`src/rtl/ex_operand_stage_pkg.sv`:
```
// Shared definitions for the execute-stage operand front end.
//   - ALU control group encodings (upper two bits of the 4-bit ALU control)
//   - Bit positions of the {z,v,n} flag-update mask
//   - Register-zero address (R0 always reads as zero)
package ex_operand_stage_pkg;

  typedef enum logic [1:0] {
    ALU_GRP_ADDSUB = 2'b00,  // add / sub / paddsb
    ALU_GRP_NAND   = 2'b01,
    ALU_GRP_XOR    = 2'b10,
    ALU_GRP_SHIFT  = 2'b11
  } alu_grp_e;

  localparam int FLAG_Z_BIT = 2;
  localparam int FLAG_V_BIT = 1;
  localparam int FLAG_N_BIT = 0;

  localparam int REG_ZERO = 0;

  function automatic alu_grp_e alu_grp(input logic [3:0] ctrl);
    return alu_grp_e'(ctrl[3:2]);
  endfunction

endpackage

```
`src/rtl/ex_operand_stage_fwd_mux.sv`:
```
// Forwarding priority select for one ALU source operand.
// Ports:
//   addr          latched source register address
//   data          latched register-file read data
//   exmem_*       MEM-stage producer (highest priority)
//   memwb_*       WB-stage producer
//   data_out      forwarded operand value
module ex_operand_stage_fwd_mux
  import ex_operand_stage_pkg::*;
#(
  parameter int DW = 16,
  parameter int RW = 4
) (
  input  logic [RW-1:0] addr,
  input  logic [DW-1:0] data,
  input  logic          exmem_we,
  input  logic [RW-1:0] exmem_rd,
  input  logic [DW-1:0] exmem_result,
  input  logic          memwb_we,
  input  logic [RW-1:0] memwb_rd,
  input  logic [DW-1:0] memwb_data,
  output logic [DW-1:0] data_out
);

  always_comb begin
    data_out = data;
    // R0 is hardwired zero even if a producer claims to write it.
    if (addr == RW'(REG_ZERO)) begin
      data_out = '0;
    end else if (exmem_we && (exmem_rd == addr)) begin
      data_out = exmem_result;
    end else if (memwb_we && (memwb_rd == addr)) begin
      data_out = memwb_data;
    end
  end

endmodule

```
`src/rtl/ex_operand_stage.sv`:
```
// ID/EX pipeline register and ALU operand select with forwarding, plus the
// architectural V/N/Z flag register.
// Ports:
//   clk, rst            clock, synchronous active-high reset
//   stall, flush        hold stage / insert bubble (flush wins)
//   id_*                decoded instruction fields from ID
//   exmem_*, memwb_*    downstream producers used for forwarding
//   alu_v/n/z           ALU flag outputs for the current EX operands
//   alu_a, alu_b        forwarded ALU operands (alu_b may be the immediate)
//   alu_ctrl            registered ALU control
//   ex_valid, ex_rd_addr, ex_reg_we   EX slot status and destination
//   flag_v/n/z          architectural flags
module ex_operand_stage
  import ex_operand_stage_pkg::*;
#(
  parameter int DW = 16,
  parameter int RW = 4
) (
  input  logic          clk,
  input  logic          rst,
  input  logic          stall,
  input  logic          flush,
  input  logic          id_valid,
  input  logic [RW-1:0] id_rs_addr,
  input  logic [RW-1:0] id_rt_addr,
  input  logic [DW-1:0] id_rs_data,
  input  logic [DW-1:0] id_rt_data,
  input  logic [DW-1:0] id_imm,
  input  logic          id_use_imm,
  input  logic [3:0]    id_alu_ctrl,
  input  logic [RW-1:0] id_rd_addr,
  input  logic          id_reg_we,
  input  logic [2:0]    id_flag_mask,
  input  logic          exmem_we,
  input  logic [RW-1:0] exmem_rd,
  input  logic [DW-1:0] exmem_result,
  input  logic          memwb_we,
  input  logic [RW-1:0] memwb_rd,
  input  logic [DW-1:0] memwb_data,
  input  logic          alu_v,
  input  logic          alu_n,
  input  logic          alu_z,
  output logic [DW-1:0] alu_a,
  output logic [DW-1:0] alu_b,
  output logic [3:0]    alu_ctrl,
  output logic          ex_valid,
  output logic [RW-1:0] ex_rd_addr,
  output logic          ex_reg_we,
  output logic          flag_v,
  output logic          flag_n,
  output logic          flag_z
);

  logic          valid_q;
  logic [RW-1:0] rs_addr_q;
  logic [RW-1:0] rt_addr_q;
  logic [DW-1:0] rs_data_q;
  logic [DW-1:0] rt_data_q;
  logic [DW-1:0] imm_q;
  logic          use_imm_q;
  logic [3:0]    alu_ctrl_q;
  logic [RW-1:0] rd_addr_q;
  logic          reg_we_q;
  logic [2:0]    flag_mask_q;
  logic          flag_v_q;
  logic          flag_n_q;
  logic          flag_z_q;

  logic          wb_hit_rs;
  logic          wb_hit_rt;
  logic [DW-1:0] fwd_rs;
  logic [DW-1:0] fwd_rt;

  // A producer that retires while we are stalled would vanish from the
  // forwarding window, so its value is folded into the latched operand.
  assign wb_hit_rs = memwb_we && (memwb_rd == rs_addr_q) && (rs_addr_q != RW'(REG_ZERO));
  assign wb_hit_rt = memwb_we && (memwb_rd == rt_addr_q) && (rt_addr_q != RW'(REG_ZERO));

  always_ff @(posedge clk) begin
    if (rst) begin
      valid_q     <= 1'b0;
      rs_addr_q   <= '0;
      rt_addr_q   <= '0;
      rs_data_q   <= '0;
      rt_data_q   <= '0;
      imm_q       <= '0;
      use_imm_q   <= 1'b0;
      alu_ctrl_q  <= '0;
      rd_addr_q   <= '0;
      reg_we_q    <= 1'b0;
      flag_mask_q <= '0;
    end else if (flush) begin
      valid_q     <= 1'b0;
      reg_we_q    <= 1'b0;
      flag_mask_q <= '0;
    end else if (stall) begin
      if (wb_hit_rs) rs_data_q <= memwb_data;
      if (wb_hit_rt) rt_data_q <= memwb_data;
    end else begin
      valid_q     <= id_valid;
      rs_addr_q   <= id_rs_addr;
      rt_addr_q   <= id_rt_addr;
      rs_data_q   <= id_rs_data;
      rt_data_q   <= id_rt_data;
      imm_q       <= id_imm;
      use_imm_q   <= id_use_imm;
      alu_ctrl_q  <= id_alu_ctrl;
      rd_addr_q   <= id_rd_addr;
      reg_we_q    <= id_reg_we;
      flag_mask_q <= id_flag_mask;
    end
  end

  // Flags follow the instruction currently in EX, independent of what is
  // being flushed in behind it.
  always_ff @(posedge clk) begin
    if (rst) begin
      flag_v_q <= 1'b0;
      flag_n_q <= 1'b0;
      flag_z_q <= 1'b0;
    end else if (valid_q && !stall) begin
      if (flag_mask_q[FLAG_Z_BIT]) flag_z_q <= alu_z;
      if (flag_mask_q[FLAG_V_BIT]) flag_v_q <= alu_v;
      if (flag_mask_q[FLAG_N_BIT]) flag_n_q <= alu_n;
    end
  end

  ex_operand_stage_fwd_mux #(.DW(DW), .RW(RW)) u_fwd_rs (
    .addr         (rs_addr_q),
    .data         (rs_data_q),
    .exmem_we     (exmem_we),
    .exmem_rd     (exmem_rd),
    .exmem_result (exmem_result),
    .memwb_we     (memwb_we),
    .memwb_rd     (memwb_rd),
    .memwb_data   (memwb_data),
    .data_out     (fwd_rs)
  );

  ex_operand_stage_fwd_mux #(.DW(DW), .RW(RW)) u_fwd_rt (
    .addr         (rt_addr_q),
    .data         (rt_data_q),
    .exmem_we     (exmem_we),
    .exmem_rd     (exmem_rd),
    .exmem_result (exmem_result),
    .memwb_we     (memwb_we),
    .memwb_rd     (memwb_rd),
    .memwb_data   (memwb_data),
    .data_out     (fwd_rt)
  );

  assign alu_a      = fwd_rs;
  assign alu_b      = use_imm_q ? imm_q : fwd_rt;
  assign alu_ctrl   = alu_ctrl_q;
  assign ex_valid   = valid_q;
  assign ex_rd_addr = rd_addr_q;
  assign ex_reg_we  = valid_q & reg_we_q;
  assign flag_v     = flag_v_q;
  assign flag_n     = flag_n_q;
  assign flag_z     = flag_z_q;

endmodule

```
`config.mk`:
```
export PLATFORM = sky130hd
export DESIGN_NAME = ex_operand_stage
export DESIGN_NICKNAME = d
export VERILOG_FILES = /design/src/rtl/ex_operand_stage_pkg.sv /design/src/rtl/ex_operand_stage_fwd_mux.sv /design/src/rtl/ex_operand_stage.sv
export SDC_FILE = /design/constraint.sdc
export NUM_CORES = 1
export LEC_CHECK = 0
export CAP_MARGIN = 0
export CORE_MARGIN = 5
export CORE_UTILIZATION = 47
export CTS_CLUSTER_SIZE = 24
export DETAILED_ROUTE_END_ITERATION = 8
export PLACE_DENSITY_LB_ADDON = 0.15
export SYNTH_ARGS = -nofsm -noshare
export SYNTH_HDL_FRONTEND = slang
export SYNTH_HIERARCHICAL = 1
export SYNTH_SLANG_ARGS = --single-unit
```
`constraint.sdc`:
```
create_clock -name clk -period 4.3 [get_ports clk]
set_input_delay 1.29 -clock clk [delete_from_list [all_inputs] [get_ports clk]]
set_output_delay 1.29 -clock clk [all_outputs]
set_load 0.01 [all_outputs]
```
==> qor.txt <==
Worst-path fanout max: 4
Reg power frac: 37.4%
Startpoint Class: primary input
Async S/R FF share, synth: 0%
Die area: 12,500 um2
Initial DRC count: 579
DR vias/cell: 6.21
Top Ports: 164
Root buffer cell: clkbuf_8
Synth Warn #: 6
Grt ovf: 0
Pin slew with the least headroom to its limit: 1.29 ns
Pwr dens: 262 nW/um2
PortBufs: 163
Vias in the first global route: 5,393
Power share of the clock group: 28.6%
Die height: 112 um
Cell taking the most area after synthesis: dfxtp_1
Final setup margin: -0.0162 ns
Synthesized cell area: 4870 um2
Ys flop type: dfxtp_1
Total Wirelength: 19,200 um
WP data arrival: 3.03 ns
Fraction of final layout cells sized beyond drive strength 1: 28.0%
Final min period: 4.32 ns
Final Hold Fails: 0
GRT Util Overall: 28.5%
Initial antenna violation count: 1
Comb power frac: 34.0%
Final setup vio count: 1
Sequential share of the synthesized area: 30.0%
Worst hold path type: reg2reg
WS Path Type: in2out
Post-layout nets: 863
Critical-path top delay cell: or3_4
Worst path max stage delay: 0.45 ns
First drt pass iteration count: 5
Yosys reg bits: 73
Distinct cells, synth: 40
H-tree levels: 3
Int Power: 1.34 mW
Top cell type's share of synthesized area: 30.0%
Sw frac: 33.4%
Critical path's top delay family: simple AND/OR/NAND/NOR gates
Net Sw Power: 0.669 mW
Most common cell after layout, fill and taps aside: clkdlybuf4s50_1
Clk_lat worst skew: 0.36 ns
Worst Skew: 0.0163 ns
Total CTS buffers: 9
CP Data Required Time: 3.01 ns
Setup TNS: -0.0162 ns
Routability congestion estimate: 0.934
FP Rows: 37
Failing checks: negative setup slack
Largest net degree at the start of global routing: 44
CP most frequent cell: buf_12
CP cell instances: clkbuf_2 > nor2b_4 > or3_4 > buf_12 > buf_12 > o31ai_2 > a31oi_1 > mux2_2 > buf_2
Status: finished with violations
Commonest non-fill, non-tap cells in the layout: clkdlybuf4s50_1, nand2_1, dfxtp_1
# hold bufs at CTS: 0
Die X: 112 um
Area growth syn-to-layout: 57.0%
Core area: 10,200 um2
Vias post-DR: 5,500
CTS clk-pin slew, worst paths: 0.08 ns
Max Slew Vio Count: 0
Global-route wire length before repair: 28,700 um
Routed len/inst: 21.7 um
Max VDD drop: 0.190 mV
CP bufs+invs: 4
Final routed DRC violation total: 0
Total Power: 2.01 mW
Syn nets: 672
TritonCTS clock tree: built
Antenna-violating nets left: 0
Initial Util: 47.6%
EDFF count, synth: 0
Max-cap viol count: 0
Max clock buf depth: 2
HPWL after detailed placement: 13,200 um
Leak Pwr: 2.78 nW
Rel. slew slack: 14.2%
Peak Freq: 232 MHz
Critical Path Sink Type: output pin
Clock Sinks: 73
RSZ-0062 raised after global routing: true
Post-synthesis cell count: 553
Dominant cells by area after synthesis: dfxtp_1, a211oi_1, mux2i_1
Syn_area_per_cell: 8.80 um2
Fin crit share: 100%
==> synthesized netlist by cell type (2+ instances only) <==
library cell / number
nand2b_1: 2
nand3_2: 2
xnor2_1: 10
nor3_2: 2
buf_6: 11
or4_1: 2
o2111ai_2: 2
nor2b_1: 7
nor2_1: 3
nor4_4: 2
a21oi_1: 36
nand2_1: 74
xor2_1: 8
buf_1: 8
buf_2: 21
o31ai_2: 20
nor3_1: 5
a211oi_2: 10
nand3_1: 3
or2b_1: 2
a31oi_1: 32
nand4_1: 32
clkbuf_1: 17
mux2i_1: 37
a211oi_1: 54
or3_1: 2
mux2_2: 16
inv_1: 2
or2_1: 2
xor2_2: 2
nor4_1: 2
o31ai_1: 44
dfxtp_1: 73
o2111a_1: 2
==> metal layers <==
layer | GRT usage, % | wire length, um
met2 | 47.9 | 9570
met5 | 0 | 0
met1 | 35.0 | 7530
met3 | 5.16 | 1420
met4 | 13.5 | 683
==> stage by stage <==
step | cell area [um2] | hold WS [ns] | util, % | std cells | setup slack (ns)
2_1_floorplan | 4870 | 0.433 | - | 553 | 0.396
3_3_place_gp | 6860 | 0.441 | 67.0 | 848 | -0.555
3_5_place_dp | 6860 | 0.449 | 67.0 | 848 | -0.587
4_1_cts | 7340 | 0.461 | 71.8 | 869 | -0.0667
5_1_grt | 7640 | 0.485 | 74.7 | 886 | -0.0794
6_report | 7640 | 0.461 | 74.7 | 886 | -0.0162
==> worst min-delay path, stage by stage (launching register included) <==
cell	delay [ns]
dfxtp_1	0.32
nand2_1	0.05
a21oi_1	0.05
==> power by group through the flow <==
stage | Sequential (mW) | Combinational [mW] | Clock (mW)
2_1_floorplan | 0.751 | 0.297 | 0
3_3_place_gp | 0.759 | 0.564 | 0
3_5_place_dp | 0.761 | 0.577 | 0
4_1_cts | 0.746 | 0.623 | 0.582
5_1_grt | 0.754 | 0.716 | 0.605
6_report | 0.750 | 0.681 | 0.574
==> cells by family after synthesis <==
kind of cell	after synthesis	synth area share (%)
AO/OA/AOI/OAI	202	32.2
AND/OR/NAND/NOR	145	15.7
multiplexers	53	11.3
flip-flops	73	30.0
buffers and inverters	60	6.94
XOR/XNOR	20	3.91
==> final timing paths <==
path,start,to,slack [ns],depth (start not counted)
max,memwb_rd[0],alu_b[12],-0.02,9
min,imm_q[15],imm_q[15],0.46,2
max reg2reg,rs_addr_q[2],rs_data_q[5],2.31,5
min reg2reg,imm_q[15],imm_q[15],0.46,2
==> flip-flops by register name (all words and copies together) (netlist names), 3 cells and up <==
register / flops
rt_addr_q: 4
alu_ctrl: 4
rs_data_q: 16
ex_rd_addr: 4
flag_mask_q: 3
rt_data_q: 16
imm_q: 16
rs_addr_q: 4
==> repair_timing <==
item	in CTS	in global routing
hold endpoints to repair	0	0
endpoints found under the setup margin	32	32
resized for setup	140	41
setup buffers	2	15
pin swaps	14	21
gates cloned	3	1
==> area by class of cell <==
cell class,instances,area (um2)
Antenna cell,1,2.50
Clock buffer,10,138
Clock inverter,6,66.3
Fill cell,781,2590
Inverter,2,7.51
Multi-Input combinational cell,420,3450
Sequential cell,73,1460
Tap cell,136,170
Timing Repair Buffer,238,2340
Note: power is estimated with default switching activity, not from simulation.
==> RTL edit 1, RTL diff (same settings) <==
Set the package constant `REG_ZERO` to 1 (it was 0).
--- a/src/rtl/ex_operand_stage_pkg.sv
+++ b/src/rtl/ex_operand_stage_pkg.sv
@@ -16,5 +16,5 @@
   localparam int FLAG_N_BIT = 0;
 
-  localparam int REG_ZERO = 0;
+  localparam int REG_ZERO = 1;
 
   function automatic alu_grp_e alu_grp(input logic [3:0] ctrl);
Check against the original RTL: not equivalent (a bounded check fails within 4 cycles, from zero or initial values and one cycle with rst high).
==> RTL edit 1 against the unedited design <==
- the flow still finishes with violations (setup timing)
- synthesized cell count unchanged
- sequential cell count unchanged
- hold slack worse by 0.0029 ns
- wire length down 2.4%
- total power down 0.71%
- global-route usage up 0.36 points
- sequential share of layout area up 0.40 points
- die area down 0.33%
- setup slack worse by 0.052 ns
- via count down 0.78%
- area after synthesis down 0.36%
- cell area down 2.0%
- utilization down 1.2 points
- largest power group unchanged
==> RTL edit 1: results (changes against the unedited design) <==
status=finished with violations (unchanged); failing checks=setup timing (unchanged); setup violators final=3 (was 1); Netlist cell types=39 (was 40); number of I/O port buffers=163 (unchanged); slew at the pin with the worst max-slew slack=1.218 ns (was 1.287 ns); vias per cell=6.272 (was 6.208); Overall Global Routing Usage=0.2881 (was 0.2845); Critical Path AT=3.08 ns (was 3.03 ns); post-synth net total=672 (unchanged); Post-synth top cells=nand2_1 (74), dfxtp_1 (73), a211oi_1 (54) (unchanged); ys async rst share=0 (unchanged); Pre-antenna DRT Iters=5 (unchanged); sw frac=0.3360 (was 0.3337); Root Driver=clkbuf_8 (unchanged); Routability Congestion=0.9280 (was 0.9344); sequential area share after synthesis=0.3013 (was 0.3002); Worst Skew=0.01692 ns (was 0.01627 ns); Critical Path Max Stage Delay=0.37 ns (was 0.45 ns); worst vdd ir=0.1563 mV (was 0.1897 mV); largest net degree at the start of global routing=34 (was 44); Leak Pwr=2.744 nW (was 2.781 nW); Synth area leaders=dfxtp_1 (30%), a211oi_1 (8.4%), mux2i_1 (7.6%) (was dfxtp_1 (30%), a211oi_1 (8.3%), mux2i_1 (7.6%)); Yosys warning count=6 (unchanged); ANT cells=0 (was 1); Top delay family on crit path=buffers and inverters (was simple AND/OR/NAND/NOR gates); worst hold path type=reg -> reg (unchanged); TNS Setup=-0.09134 ns (was -0.01624 ns); Final #Nets=848 (was 863); total CTS buffers=9 (unchanged); global-route wire length before repair=29.18 mm (was 28.68 mm); Clock Path Buffers=2 (unchanged); Clock Pin Slew Worst Setup and Hold Paths=0.08 ns (about the same); Crit-path slowest cell=o31ai_1 (was or3_4); layout cell share with drive strength beyond 1=0.2602 (was 0.2804); vias in the first global route=5510 (was 5393); biggest regs=imm_q: 16 flops, rs_data_q: 16 flops, rt_data_q: 16 flops (unchanged); 1st-iter DRT viols=381 (was 579); Clock Latency Late Sink=0.37 ns; Setup WS post-layout=-0.06857 ns (was -0.01624 ns); CTS H-Tree Depth=3 (unchanged); average wire per standard cell=21.54 µm (was 21.68 µm); Critical Path Fanout Max=8 (was 4); DP HPWL=13.08 mm (was 13.16 mm); initial antenna violation count=0 (was 1)
## RTL edit 1: cell type report
| class | instances | area [µm²] |
|---|---|---|
| Multi-Input combinational cell | 420 | 3426 |
| Fill cell | 759 | 2698 |
| Timing Repair Buffer | 223 | 2221 |
| Sequential cell | 73 | 1461 |
| Tap cell | 136 | 170.2 |
| Clock buffer | 9 | 123.9 |
| Clock inverter | 7 | 77.57 |
| Inverter | 2 | 7.507 |
## RTL edit 1: routing by layer
layer | track usage | vias to the layer above | part of all wire
li1 | - | 2493 | -
met1 | 0.3509 | 2588 | 0.39
met2 | 0.4873 | 311 | 0.49
met3 | 0.06087 | 65 | 0.073
met4 | 0.1322 | 0 | 0.048
met5 | 0 | - | 0
## RTL edit 1: kinds of logic (layout without fill, tap and decap cells)
kind of cell / Yosys count / after routing / synth area share
AOI/OAI and AO/OA: 202 / 202 / 0.3204
xor gates and xnor gates: 20 / 20 / 0.03921
buffers and inverters: 60 / 241 / 0.06706
DFF: 73 / 73 / 0.3013
muxes: 53 / 53 / 0.1135
and+or+nand+nor: 145 / 145 / 0.1586
## RTL edit 1: per-stage QoR
step / power (mW) / instance area, µm² / setup slack, ns / instances
finish: 1.991 / 7487 / -0.06857 / 870
global route: 2.068 / 7487 / -0.03461 / 870
CTS: 1.972 / 7405 / 0.007252 / 866
detailed placement: 1.375 / 6860 / -0.5939 / 846
global placement: 1.361 / 6860 / -0.5639 / 846
floorplan: 1.055 / 4851 / 0.3962 / 553
## RTL edit 1: worst reg2reg max path, cell delays in order (launching register included)
cell	delay (ns)
dfxtp_1	0.58
xor2_1	0.18
nor4_4	0.68
buf_4	0.28
a211oi_1	0.10
a211oi_2	0.23
## RTL edit 1: timing repair
item                                   in CTS  in global routing
setup buffers                               1                  4
setup endpoints to repair                  32                 29
pin swaps                                  19                  9
gates resized for setup                   147                 25
endpoints found under the hold margin       0                  0
cloned                                      4                  0
## RTL edit 1: final timing paths
| path | from | to | slack, ns | depth (start not counted) |
|---|---|---|---|---|
| max | exmem_rd[0] | alu_b[10] | -0.07 | 8 |
| min | alu_ctrl[3] | alu_ctrl[3] | 0.46 | 2 |
| max reg2reg | rs_addr_q[2] | rs_data_q[6] | 2.17 | 5 |
| min reg2reg | alu_ctrl[3] | alu_ctrl[3] | 0.46 | 2 |
## RTL edit 1: power by group through the flow
| stage | registers (mW) | clock network (mW) | logic (mW) |
|---|---|---|---|
| 2_1_floorplan | 0.753 | 0 | 0.302 |
| 3_3_place_gp | 0.761 | 0 | 0.600 |
| 3_5_place_dp | 0.762 | 0 | 0.613 |
| 4_1_cts | 0.748 | 0.577 | 0.648 |
| 5_1_grt | 0.755 | 0.606 | 0.707 |
| 6_report | 0.750 | 0.571 | 0.670 |
==> RTL edit 2, RTL diff (same settings) <==
Made on the original files. Reset style: asynchronous (`rst`), changed in 2 clocked blocks. Comments in the files are not updated.
--- a/src/rtl/ex_operand_stage.sv
+++ b/src/rtl/ex_operand_stage.sv
@@ -77,5 +77,5 @@
   assign wb_hit_rt = memwb_we && (memwb_rd == rt_addr_q) && (rt_addr_q != RW'(REG_ZERO));
 
-  always_ff @(posedge clk) begin
+  always_ff @(posedge clk or posedge rst) begin
     if (rst) begin
       valid_q     <= 1'b0;
@@ -114,5 +114,5 @@
   // Flags follow the instruction currently in EX, independent of what is
   // being flushed in behind it.
-  always_ff @(posedge clk) begin
+  always_ff @(posedge clk or posedge rst) begin
     if (rst) begin
       flag_v_q <= 1'b0;
Behaviour: differs if rst is asserted again (counterexample within 4 cycles, from zero or initial values and one cycle with rst high); with rst held inactive, the same outputs for 4 cycles.
==> RTL edit 2 against the unedited design <==
- maximum frequency grew 1.5%
- total power grew 35%
- via count shrank 13%
- area after synthesis grew 2.9%
- clock skew shrank 0.0073 ns
- cell area shrank 0.59%
- setup slack gained 0.062 ns
- critical path depth is the same
- count of clock-buffer cells in the layout is the same
- sequential share of layout area grew 4.9 points
- register-to-register slack gained 0.11 ns
- synthesized cell count shrank 14%
- wire length shrank 8.5%
- sequential cell count is the same
- largest power group is now combinational logic
==> RTL edit 2: results (changes against the unedited design) <==
status=finished, final reports clean (was finished with violations); Yosys warning count=6 (unchanged); biggest regs=imm_q: 16 flops, rs_data_q: 16 flops, rt_data_q: 16 flops (unchanged); worst hold path type=reg -> reg (unchanged); sequential area share after synthesis=0.3646 (was 0.3002); post-synthesis adder-cell area fraction=0 (unchanged); met1 Resource Use GR=0.3363 (was 0.3505); vias in the first global route=4909 (was 5393); Top delay family on crit path=buffers and inverters (was simple AND/OR/NAND/NOR gates); mux cell area share after synthesis=0.2138 (was 0.1131); slew at the pin with the worst max-slew slack=0.9499 ns (was 1.287 ns); Pre-antenna DRT Iters=7 (was 5); Critical Path Max Stage Delay=0.27 ns (was 0.45 ns); DP HPWL=12.68 mm (was 13.16 mm); Routability Congestion=0.8919 (was 0.9344); Clock Pin Slew Worst Setup and Hold Paths=0.08 ns (about the same); layout cell share with drive strength beyond 1=0.3521 (was 0.2804); Leak Pwr=3.133 nW (was 2.781 nW); number of I/O port buffers=163 (unchanged); setup bufs post-CTS=1 (was 2); Critical Path Fanout Max=8 (was 4); post-synthesis xor/xnor area fraction=0.03796 (was 0.03906); global-route wire length before repair=26.86 mm (was 28.68 mm); Overall Global Routing Usage=0.2660 (was 0.2845); WL met3=1.343 mm (was 1.421 mm); 1st-iter DRT viols=369 (was 579); Synth Area in Compound Gates=0.2098 (was 0.3218); Post-synth top cells=dfrtp_1 (73), mux2_2 (64), o31ai_1 (44) (was nand2_1 (74), dfxtp_1 (73), a211oi_1 (54)); max-slew violations=0 (unchanged); Critical Path AT=2.96 ns (was 3.03 ns); WL met1=6.870 mm (was 7.534 mm); Crit-path slowest cell=dlygate4sd2_1 (was or3_4); met2 Use GR=0.4585 (was 0.4788); vias per cell=6.030 (was 6.208); Clock Latency Late Sink=approximately 0.35 ns; CTS H-Tree Depth=3 (unchanged); Synth Flop Type=dfrtp_1 (was dfxtp_1); post-synth net total=596 (was 672); metal2 WL=8.908 mm (was 9.568 mm); Worst Skew=0.008928 ns (was 0.01627 ns); worst vdd ir=0.2434 mV (was 0.1897 mV); initial antenna violation count=0 (was 1); average wire per standard cell=22.18 µm (was 21.68 µm); Final #Nets=771 (was 863); top sig layer=met4 (unchanged); total CTS buffers=9 (unchanged); ys async rst share=1.000 (was 0); M3 GR Usage=0.05401 (was 0.05163); Netlist cell types=34 (was 40); Resized cells post-CTS=153 (was 140); Synth area leaders=dfrtp_1 (36%), mux2_2 (14%), o31ai_1 (6.6%) (was dfxtp_1 (30%), a211oi_1 (8.3%), mux2i_1 (7.6%)); largest net degree at the start of global routing=58 (was 44); ANT cells=0 (was 1)
-- RTL edit 2: worst register-to-register path, stage by stage (launching register included) --
cell     delay [ns]
dfrtp_1        0.65
xnor2_1        0.18
nand4_1        0.11
o22ai_2        0.13
buf_4          0.30
mux2_2         0.39
-- RTL edit 2: report_power, final --
part / internal [mW] / leakage [nW] / switching [mW]
clock: 0.324 / 0.102 / 0.271
combinational: 0.648 / 2.15 / 0.544
sequential: 0.801 / 0.877 / 0.125
-- RTL edit 2: final timing paths --
kind | start | endpoint | slack (ns) | cells after the start
worst max-delay path | memwb_rd[1] | alu_b[15] | 0.05 | 9
worst min-delay path | ex_rd_addr[1] | ex_rd_addr[1] | 0.51 | 1
worst max register to register | rt_addr_q[2] | rt_data_q[10] | 2.42 | 5
worst min register to register | ex_rd_addr[1] | ex_rd_addr[1] | 0.51 | 1
max in group asynchronous | rst | imm_q[9] | 2.07 | 4
min in group asynchronous | rst | flag_v | 1.40 | 3
-- RTL edit 2: logic make-up after synthesis --
family          after synthesis
compound gates              136
mux                          89
simple gates                 84
buf+inv                      75
flops                        73
xor+xnor                     20
-- RTL edit 2: stage by stage --
stage          setup TNS (ns)  cells  setup WS, ns  area (µm²)
5_1_grt              -0.01716    792     -0.008521        7597
2_1_floorplan               0    477        0.3958        5010
6_report                    0    792       0.04603        7597
3_5_place_dp           -18.29    770       -0.7518        6935
4_1_cts              -0.02109    787      -0.01345        7390
3_3_place_gp           -16.91    770       -0.6587        6935
-- RTL edit 2: layout make-up --
class | count | area, µm²
Fill cell | 753 | 2773
Sequential cell | 73 | 1827
Inverter | 35 | 133.9
Timing Repair Buffer | 204 | 2081
Clock inverter | 5 | 81.33
Tap cell | 136 | 170.2
Multi-Input combinational cell | 329 | 3177
Clock buffer | 10 | 127.6
